## src/rtl/uart_rx_fifo.sv

```systemverilog
// 8N1 UART receiver with a small byte FIFO, overflow flag and framing-error pulse.
// rxd is double-synchronised; each byte is pushed one cycle after its stop bit is accepted.
module uart_rx_fifo #(
  parameter int CLKS_PER_BIT = 868,
  parameter int DEPTH        = 16,
  parameter int AW           = 4
) (
  input  logic          clk,
  input  logic          resetn,
  input  logic          rxd,
  output logic [7:0]    rx_data,
  output logic          rx_valid,
  input  logic          rx_ready,
  output logic [AW:0]   level,
  output logic          frame_err,
  output logic          overflow,
  input  logic          clear_ovf,
  output logic          busy
);

  typedef enum logic [2:0] {
    S_IDLE,
    S_START,
    S_DATA,
    S_STOP,
    S_BREAK
  } state_t;

  localparam logic [15:0] BIT_LAST  = 16'(CLKS_PER_BIT - 1);
  localparam logic [15:0] HALF_LAST = 16'(CLKS_PER_BIT / 2 - 1);
  localparam logic [AW:0] FULL_LVL  = (AW + 1)'(DEPTH);

  logic         rxd_m, rxd_s;
  state_t       state, state_d;
  logic [15:0]  cnt, cnt_d;
  logic [2:0]   bit_idx, bit_d;
  logic [7:0]   shreg, shreg_d;
  logic         push_q, push_d;
  logic         ferr_d;

  // Two-flop synchroniser; idle level is high so a reset never looks like a start bit.
  always_ff @(posedge clk) begin
    if (!resetn) begin
      rxd_m <= 1'b1;
      rxd_s <= 1'b1;
    end else begin
      // NOTE: sequential state uses non-blocking assignments so every flop samples pre-edge values.
      rxd_m <= rxd;
      rxd_s <= rxd_m;
    end
  end

  always_ff @(posedge clk) begin
    if (!resetn) begin
      state     <= S_IDLE;
      cnt       <= '0;
      bit_idx   <= '0;
      shreg     <= '0;
      push_q    <= 1'b0;
      frame_err <= 1'b0;
    end else begin
      state     <= state_d;
      cnt       <= cnt_d;
      bit_idx   <= bit_d;
      shreg     <= shreg_d;
      push_q    <= push_d;
      frame_err <= ferr_d;
    end
  end

  always_comb begin
    // NOTE: every output gets a default first so no path through the case infers a latch.
    state_d = state;
    cnt_d   = cnt;
    bit_d   = bit_idx;
    shreg_d = shreg;
    push_d  = 1'b0;
    ferr_d  = 1'b0;
    unique case (state)
      S_IDLE: begin
        if (!rxd_s) begin
          state_d = S_START;
          cnt_d   = '0;
        end
      end
      S_START: begin
        if (cnt == HALF_LAST) begin
          cnt_d = '0;
          if (!rxd_s) begin
            state_d = S_DATA;
            bit_d   = '0;
          end else begin
            state_d = S_IDLE;
          end
        end else begin
          cnt_d = cnt + 16'd1;
        end
      end
      S_DATA: begin
        if (cnt == BIT_LAST) begin
          cnt_d            = '0;
          shreg_d[bit_idx] = rxd_s;
          bit_d            = bit_idx + 3'd1;
          if (bit_idx == 3'd7) state_d = S_STOP;
        end else begin
          cnt_d = cnt + 16'd1;
        end
      end
      S_STOP: begin
        if (cnt == BIT_LAST) begin
          cnt_d = '0;
          if (rxd_s) begin
            push_d  = 1'b1;
            state_d = S_IDLE;
          end else begin
            ferr_d  = 1'b1;
            state_d = S_BREAK;
          end
        end else begin
          cnt_d = cnt + 16'd1;
        end
      end
      S_BREAK: begin
        if (rxd_s) state_d = S_IDLE;
      end
      default: state_d = S_IDLE;
    endcase
  end

  assign busy = (state != S_IDLE);

  logic [7:0]    mem [DEPTH];
  logic [AW:0]   wr_ptr, rd_ptr;
  logic [AW-1:0] rd_next_idx;
  logic          full, pop, wr_en, ovf_set;

  assign level       = wr_ptr - rd_ptr;
  assign rx_valid    = (level != '0);
  assign full        = (level == FULL_LVL);
  assign pop         = rx_valid & rx_ready;
  assign wr_en       = push_q & (~full | pop);
  assign ovf_set     = push_q & full & ~pop;
  assign rd_next_idx = rd_ptr[AW-1:0] + AW'(1);

  // NOTE: the byte storage has no reset; only pointers and flags define FIFO contents.
  always_ff @(posedge clk) begin
    if (wr_en) mem[wr_ptr[AW-1:0]] <= shreg;
  end

  always_ff @(posedge clk) begin
    if (!resetn) begin
      wr_ptr   <= '0;
      rd_ptr   <= '0;
      rx_data  <= '0;
      overflow <= 1'b0;
    end else begin
      if (wr_en) wr_ptr <= wr_ptr + (AW + 1)'(1);
      if (pop)   rd_ptr <= rd_ptr + (AW + 1)'(1);
      // The next head comes from RAM unless the popped entry was the last one,
      // in which case a simultaneous push supplies it directly.
      if (pop) begin
        if (level > (AW + 1)'(1)) rx_data <= mem[rd_next_idx];
        else if (wr_en)           rx_data <= shreg;
      end else if (wr_en && !rx_valid) begin
        rx_data <= shreg;
      end
      if (ovf_set)        overflow <= 1'b1;
      else if (clear_ovf) overflow <= 1'b0;
    end
  end

endmodule

```

## config.mk

```make
export PLATFORM = sky130hd
export DESIGN_NAME = uart_rx_fifo
export DESIGN_NICKNAME = d
export VERILOG_FILES = /design/src/rtl/uart_rx_fifo.sv
export SDC_FILE = /design/constraint.sdc
export NUM_CORES = 1
export LEC_CHECK = 0
export ABC_AREA = 1
export CORE_AREA = 2 2 121 123
export DETAILED_ROUTE_END_ITERATION = 8
export DIE_AREA = 0 0 123 125
export GPL_TIMING_DRIVEN = 0
export PLACE_DENSITY = 0.76
export SLEW_MARGIN = 5
export SYNTH_ARGS = -nofsm -noshare
export SYNTH_HDL_FRONTEND = slang
export SYNTH_SLANG_ARGS = --single-unit
```

## constraint.sdc

```tcl
create_clock -name clk -period 3.2 [get_ports clk]
set_clock_uncertainty 0.05 [all_clocks]
set_input_delay 0.96 -clock clk [delete_from_list [all_inputs] [get_ports clk]]
set_output_delay 0.96 -clock clk [all_outputs]
set_load 0.02 [all_outputs]
```

# After elaboration in Yosys (flattened, before gate mapping)
# Memory sizes are Yosys's and may differ from the RTL's.
# Cells that the tools add are included.
# word_totals
reg_bits	53
mem_bits_rw	128
in_bits	5
output_inout_bits	17
wordCells	92
n_memories	1
# mem_list
name	words	width	rd	rd_clocked_by_memory_dff	write_ports	line	text
mem	16	8	1	0	1	132	logic [7:0] mem [DEPTH];
# op_classes
addsub	6
order_cmp	3
eq_ne	16
muxes	30
n_bitwise	7
n_reduce_logical	17
# op_table
cell	n
$mux 16	3
$pmux 16 s3	1
$mux 8	4
$mux 3	10
$add 16x1->16 const B	1
$eq 16x10->1 const B	1
$eq 16x9->1 const B	1
$pmux 3 s5	1
$ne 2x2->1 const B	7
$add 5x1->5 const B	2
$bwmux 8	1
$mux 1	7
$eq 3x2->1 const B	2
$eq 3x3->1 const B	2
$pmux 3 s2	1
$reduce_and 2->1	3
$reduce_and 6->1	1
$reduce_bool 2->1	3
$reduce_bool 3->1	2
$eq 5x5->1 const B	1
$gt 5x1->1 const B	1
$reduce_bool 5->1	1
$sub 5x5->5	1
$add 4x1->4 const B	1
16 further kinds	21

# Logic depth before layout (Yosys ltp)
# depth
word_depth	8
mapped_depth	16
ltp_nobuf	15

# Worst setup path before layout
# OpenSTA, ideal clock, no wires.
# synth_path
path_kind	flip-flop to flip-flop
start	reg wr_ptr[0]
end	mem mem[0][0] (enable)
setup_ns	0.370
arrival_time_ns	2.585
required_ns	2.780
path_slack_ns	0.194
stages_incl_launch_ff	14
path_buffers	0
period_less_slack_ns	3.006
cell_sequence	dfxtp_1 inv_1 ha_1 inv_1 fa_1 xor2_1 inv_1 nand3_1 nor2_1 nand3_1 nand2_1 inv_1 nand2_1 nor2_1
# synth_via
elab_chain_cells	7
word_cells_on_any_way	9
classes_between	add/sub: 1; eq/ne: 1; mux: 2; bitwise: 4; reduce/logical: 1
# synth_lines
item	line	text
start, declared	133	logic [AW:0] wr_ptr, rd_ptr;
start signal, assigned	157	if (wr_en) wr_ptr <= wr_ptr + (AW + 1)'(1);
$sub 5x5->5 *	137	assign level = wr_ptr - rd_ptr;
via level[2]	14	output logic [AW:0] level,
$reduce_bool 5->1 or $eq 5x5->1 (tied branches)	138, 139	
$and 1x1->1 or $not 1->1 (tied branches)	140, 141	
$or 1x1->1 *	141	assign wr_en = push_q & (~full | pop);
$and 1x1->1 *	141	
$mux 1 *	147	if (wr_en) mem[wr_ptr[AW-1:0]] <= shreg;
$mux 1 (not written as such) *	147	
end, declared	132	
# Mark *: on every way through the listed nets, which the timed path passes. The rest lies on a longest branch.

# Worst setup path after layout
# layout_path
start	reg wr_ptr[0]
end	out rx_valid
# layout_via
elab_chain_cells	2
# layout_lines
item	line	text
$sub 5x5->5	137	
$reduce_bool 5->1	138	assign rx_valid = (level != '0);
end, declared	12	output logic rx_valid,
# Every way passes these cells.

==> implementation parameters <==
Parameter                              Value

Placement
  IO Port Bufs    20
  Total half-perimeter wirelength after legalization and detailed placement    approximately 13000 um
  GPL Wtd Cong    0.850
  Number of cells in the design after placement    1111

Synth
  Warning count from the yosys run    0
  Count of different cell masters after synthesis    36
  Top FF cell, synth    sky130_fd_sc_hd__edfxtp_1
  Mean area per synthesized cell    9.08 um^2
  Number of enable flip-flop cells after synthesis    128
  Number of register bits inferred by synthesis    181
  Post-Synthesis Net Count    926
  Ys async rst share    0%
  Area share of the leading cell type in the synthesized netlist    roughly 47%
  Synth area leaders    sky130_fd_sc_hd__edfxtp_1 (47%), sky130_fd_sc_hd__dfxtp_1 (13%), sky130_fd_sc_hd__nand2_1 (8.8%)
  Post-synthesis instance area    0.00824 mm^2
  Sequential cell area fraction in the yosys report    about 60%
  Number of standard cells after synthesis    907
  Yosys top cell by area    sky130_fd_sc_hd__edfxtp_1

Critical path
  CP required    2190 ps
  Sort of element at the end of the critical path    output port
  Data arrival at the endpoint of the critical path    2070 ps
  Crit path cell chain    inv_4 -> ha_1 -> inv_1 -> fa_2 -> xor2_2 -> nor2_2 -> nand4_1 -> buf_4
  Element type at the critical path start    flip-flop
  Delay of the slowest critical-path stage    390 ps
  Category of the critical setup timing path    flip-flop to output port
  Slowest cell on the critical path    sky130_fd_sc_hd__fa_2
  Critical-path maximum fanout    6

Final layout
  Filler-free cell count of the finished design    around 1100
  Layout cell share with drive strength beyond 1    10.9%
  Fillers    1116
  Post-layout nets    slightly below 1000
  Layout overhead on the synthesized area    14.9%
  Diode count    0
  Multi-input gate area in the final layout    0.00304 mm^2
  Final standard cell utilization of the core    66.6%
  Sequential cell area in the final layout    0.00491 mm^2

Clocking
  Clock root buffer    sky130_fd_sc_hd__clkbuf_16
  Clk_lat worst skew    430 ps
  CTS buffer count    17
  Deepest clock path buffer count    2
  CTS tree    built
  Max H-tree Level    4
  Number of clock sinks    between 150 and 200
  Clk pin slew, worst setup/hold paths    around 70 ps

Detailed routing
  Average vias per placed instance    5.56
  DRC Markers    0
  Starting DRC count in detailed routing    571
  Routed vias    6372
  Post-route antenna net violation count    0
  Average wire per standard cell    17.0 um
  DR pass1 iterations    5
  Drt total wl    19500 um

Floorplanning
  Vertical die dimension    approximately 130 um
  Total die area    roughly 0.015 mm^2
  Area of the core    0.0142 mm^2
  Number of top-level design ports    22
  Die X    123 um
  Num rows    44
  Initial Utilization    between 50% and 60%

STA
  Tightest Pin Transition    between 800 and 900 ps
  Highest clock frequency the design can meet    ~320 MHz
  Share of the cycle needed by the critical path after routing    a little over nine tenths
  Max Transition Viols Final    0
  Relative slew slack    between 40% and 50%
  Finish-stage setup viols    0
  Endpoints failing hold    0
  Unrepaired setup endpoints after global routing    no
  Final critical-path required period    3080 ps

Power and ir drop
  Power per unit of standard cell area    605 mW/mm^2
  Max rail drop VDD    just over 0.7 mV
  Sw Pwr    1.69 mW
  Share of total power in combinational logic    20.1%
  Switching share of total power    29.4%
  Register share of total power    44.8%
  Cell-internal power    4.04 mW
  Reported leakage power    3.88 nW
  Clock Power Share    around a third

Status
  Result of the run    finished, final reports clean

Hold path
  Class of the worst hold path    flip-flop to flip-flop

Global route
  Remaining Overflow, GRT    0
  Largest net degree at the start of global routing    19
  Total track usage    25.8%
  Wire length of the first global-routing pass    roughly 30000 um
  Antenna violations before repair    0
  Vias in the first global route    ~5800

Run
  Max cap viols    0
==> synthesized netlist by cell type, types with 2 or more instances <==
cell type / number
sky130_fd_sc_hd__or2_2: 3
sky130_fd_sc_hd__clkbuf_8: 2
sky130_fd_sc_hd__nand4_1: 8
sky130_fd_sc_hd__nand3_2: 8
sky130_fd_sc_hd__nand2_2: 2
sky130_fd_sc_hd__nor3_1: 12
sky130_fd_sc_hd__nand2_1: 193
sky130_fd_sc_hd__nand3_1: 79
sky130_fd_sc_hd__o21ai_0: 70
sky130_fd_sc_hd__o21bai_1: 2
sky130_fd_sc_hd__nor2_1: 182
sky130_fd_sc_hd__xor2_1: 7
sky130_fd_sc_hd__dfxtp_1: 53
sky130_fd_sc_hd__inv_1: 75
sky130_fd_sc_hd__a21oi_1: 26
sky130_fd_sc_hd__inv_2: 2
sky130_fd_sc_hd__ha_1: 13
sky130_fd_sc_hd__buf_2: 10
sky130_fd_sc_hd__clkbuf_1: 16
sky130_fd_sc_hd__edfxtp_1: 128
==> power by group through the flow <==
stage | Sequential, mW | Clock [mW] | Combinational, mW
final | 2.57 | 2.01 | 1.15
after global routing | 2.57 | 2.12 | 1.27
after detailed placement | 2.62 | 0 | 1.13
after global placement | 2.61 | 0 | 1.11
after CTS | 2.57 | 2.03 | 1.12
after floorplan | 2.62 | 0 | 0.781
==> kinds of logic (layout without fill, tap and decap cells) <==
group                    Yosys count  count (layout)  synth area share (%)
AO/OA/AOI/OAI                    104             104                  6.61
flip-flops                       181             181                  59.5
AND/OR/NAND/NOR                  490             490                  24.9
XOR/XNOR                           9               9                  1.28
adder cells (fa/ha/maj)           14              14                  2.22
buffers and inverters            109             165                  5.50
==> state kept, by name, indices dropped and copies added (netlist names), 3 cells and up <==
register and count:
wr_ptr 5, shreg 8, bit_idx 3, state 3
rd_ptr 5, mem 128, rx_data 8, cnt 16
==> layout make-up <==
class | count | area share, %
plain buffers | 30 | 1.63
flip-flops and latches | 181 | 51.9
repair buffers | 24 | 2.71
inverters | 79 | 3.19
clock buffers | 21 | 5.09
multi-input cells | 617 | 32.1
well taps | 184 | 2.43
clock inverters | 11 | 1.00
==> worst max-delay path: cells and delay by family, from the launching register on <==
| family | cells | cell delay [ps] |
|---|---|---|
| buf+inv | 3 | 320 |
| fa+ha+maj | 2 | 540 |
| flops | 1 | 370 |
| xor+xnor | 1 | 170 |
| simple gates | 2 | 250 |
==> per-stage QoR <==
step / setup slack, ps / TNS (ps) / cell area [um^2] / hold WS [ps] / power [mW]
final: 118 / 0 / 9470 / 365 / 5.73
after global placement: -216 / -17610 / 8670 / 345 / 3.73
after global routing: 6.63 / 0 / 9470 / 382 / 5.96
after CTS: 3.07 / 0 / 9280 / 366 / 5.71
after detailed placement: -221 / -20090 / 8670 / 350 / 3.74
after floorplan: 194 / 0 / 8240 / 343 / 3.40
==> timing repair <==
action                                  CTS  global route
hold endpoints to repair                  0             0
gates cloned                              0             0
pin swaps                                 0            11
hold buffers                              0             0
resized for setup                        31            32
buffers inserted                          0             4
endpoints found under the setup margin  125           131
==> placed cells by master, fill, tap and decap left out, types with 3 or more instances in the layout <==
cell / instances
sky130_fd_sc_hd__dfxtp_1: 50
sky130_fd_sc_hd__nand2_1: 187
sky130_fd_sc_hd__nor3_1: 12
sky130_fd_sc_hd__nand3_2: 9
sky130_fd_sc_hd__buf_2: 11
sky130_fd_sc_hd__a21oi_1: 24
sky130_fd_sc_hd__nor2_1: 165
sky130_fd_sc_hd__o21ai_0: 70
sky130_fd_sc_hd__clkbuf_8: 4
sky130_fd_sc_hd__inv_2: 3
sky130_fd_sc_hd__nor2_2: 3
sky130_fd_sc_hd__ha_1: 12
sky130_fd_sc_hd__inv_4: 5
sky130_fd_sc_hd__nand3_1: 78
sky130_fd_sc_hd__or2_2: 3
sky130_fd_sc_hd__dlygate4sd2_1: 3
sky130_fd_sc_hd__buf_12: 3
sky130_fd_sc_hd__clkbuf_1: 17
sky130_fd_sc_hd__clkbuf_16: 18
sky130_fd_sc_hd__edfxtp_1: 128
sky130_fd_sc_hd__clkdlybuf4s50_1: 15
sky130_fd_sc_hd__nor2_4: 15
sky130_fd_sc_hd__nand4_1: 8
sky130_fd_sc_hd__inv_1: 73
sky130_fd_sc_hd__nand2_2: 8
sky130_fd_sc_hd__xor2_1: 6
==> worst paths after layout <==
kind / depth (start not counted) / slack, ps / startpoint / end
hold / removal: 1 / 360 / rxd_m / rxd_s
setup reg to reg: 13 / 330 / wr_ptr[0] / mem[8][5]
setup / recovery: 8 / 120 / wr_ptr[0] / rx_valid
hold reg to reg: 1 / 360 / rxd_m / rxd_s
==> per-layer routing <==
| metal | up-vias | GRT usage (%) | wire (um) | share of wire (%) |
|---|---|---|---|---|
| met5 | - | 0 | 0 | 0 |
| met4 | 0 | 9.43 | 529 | 2.7 |
| met3 | 47 | 5.34 | 1360 | 7.0 |
| met2 | 249 | 42.0 | 9420 | 48 |
| met1 | 2982 | 34.4 | 8170 | 42 |
| li1 | 3094 | - | - | - |
(Power assumes the default switching activity.)
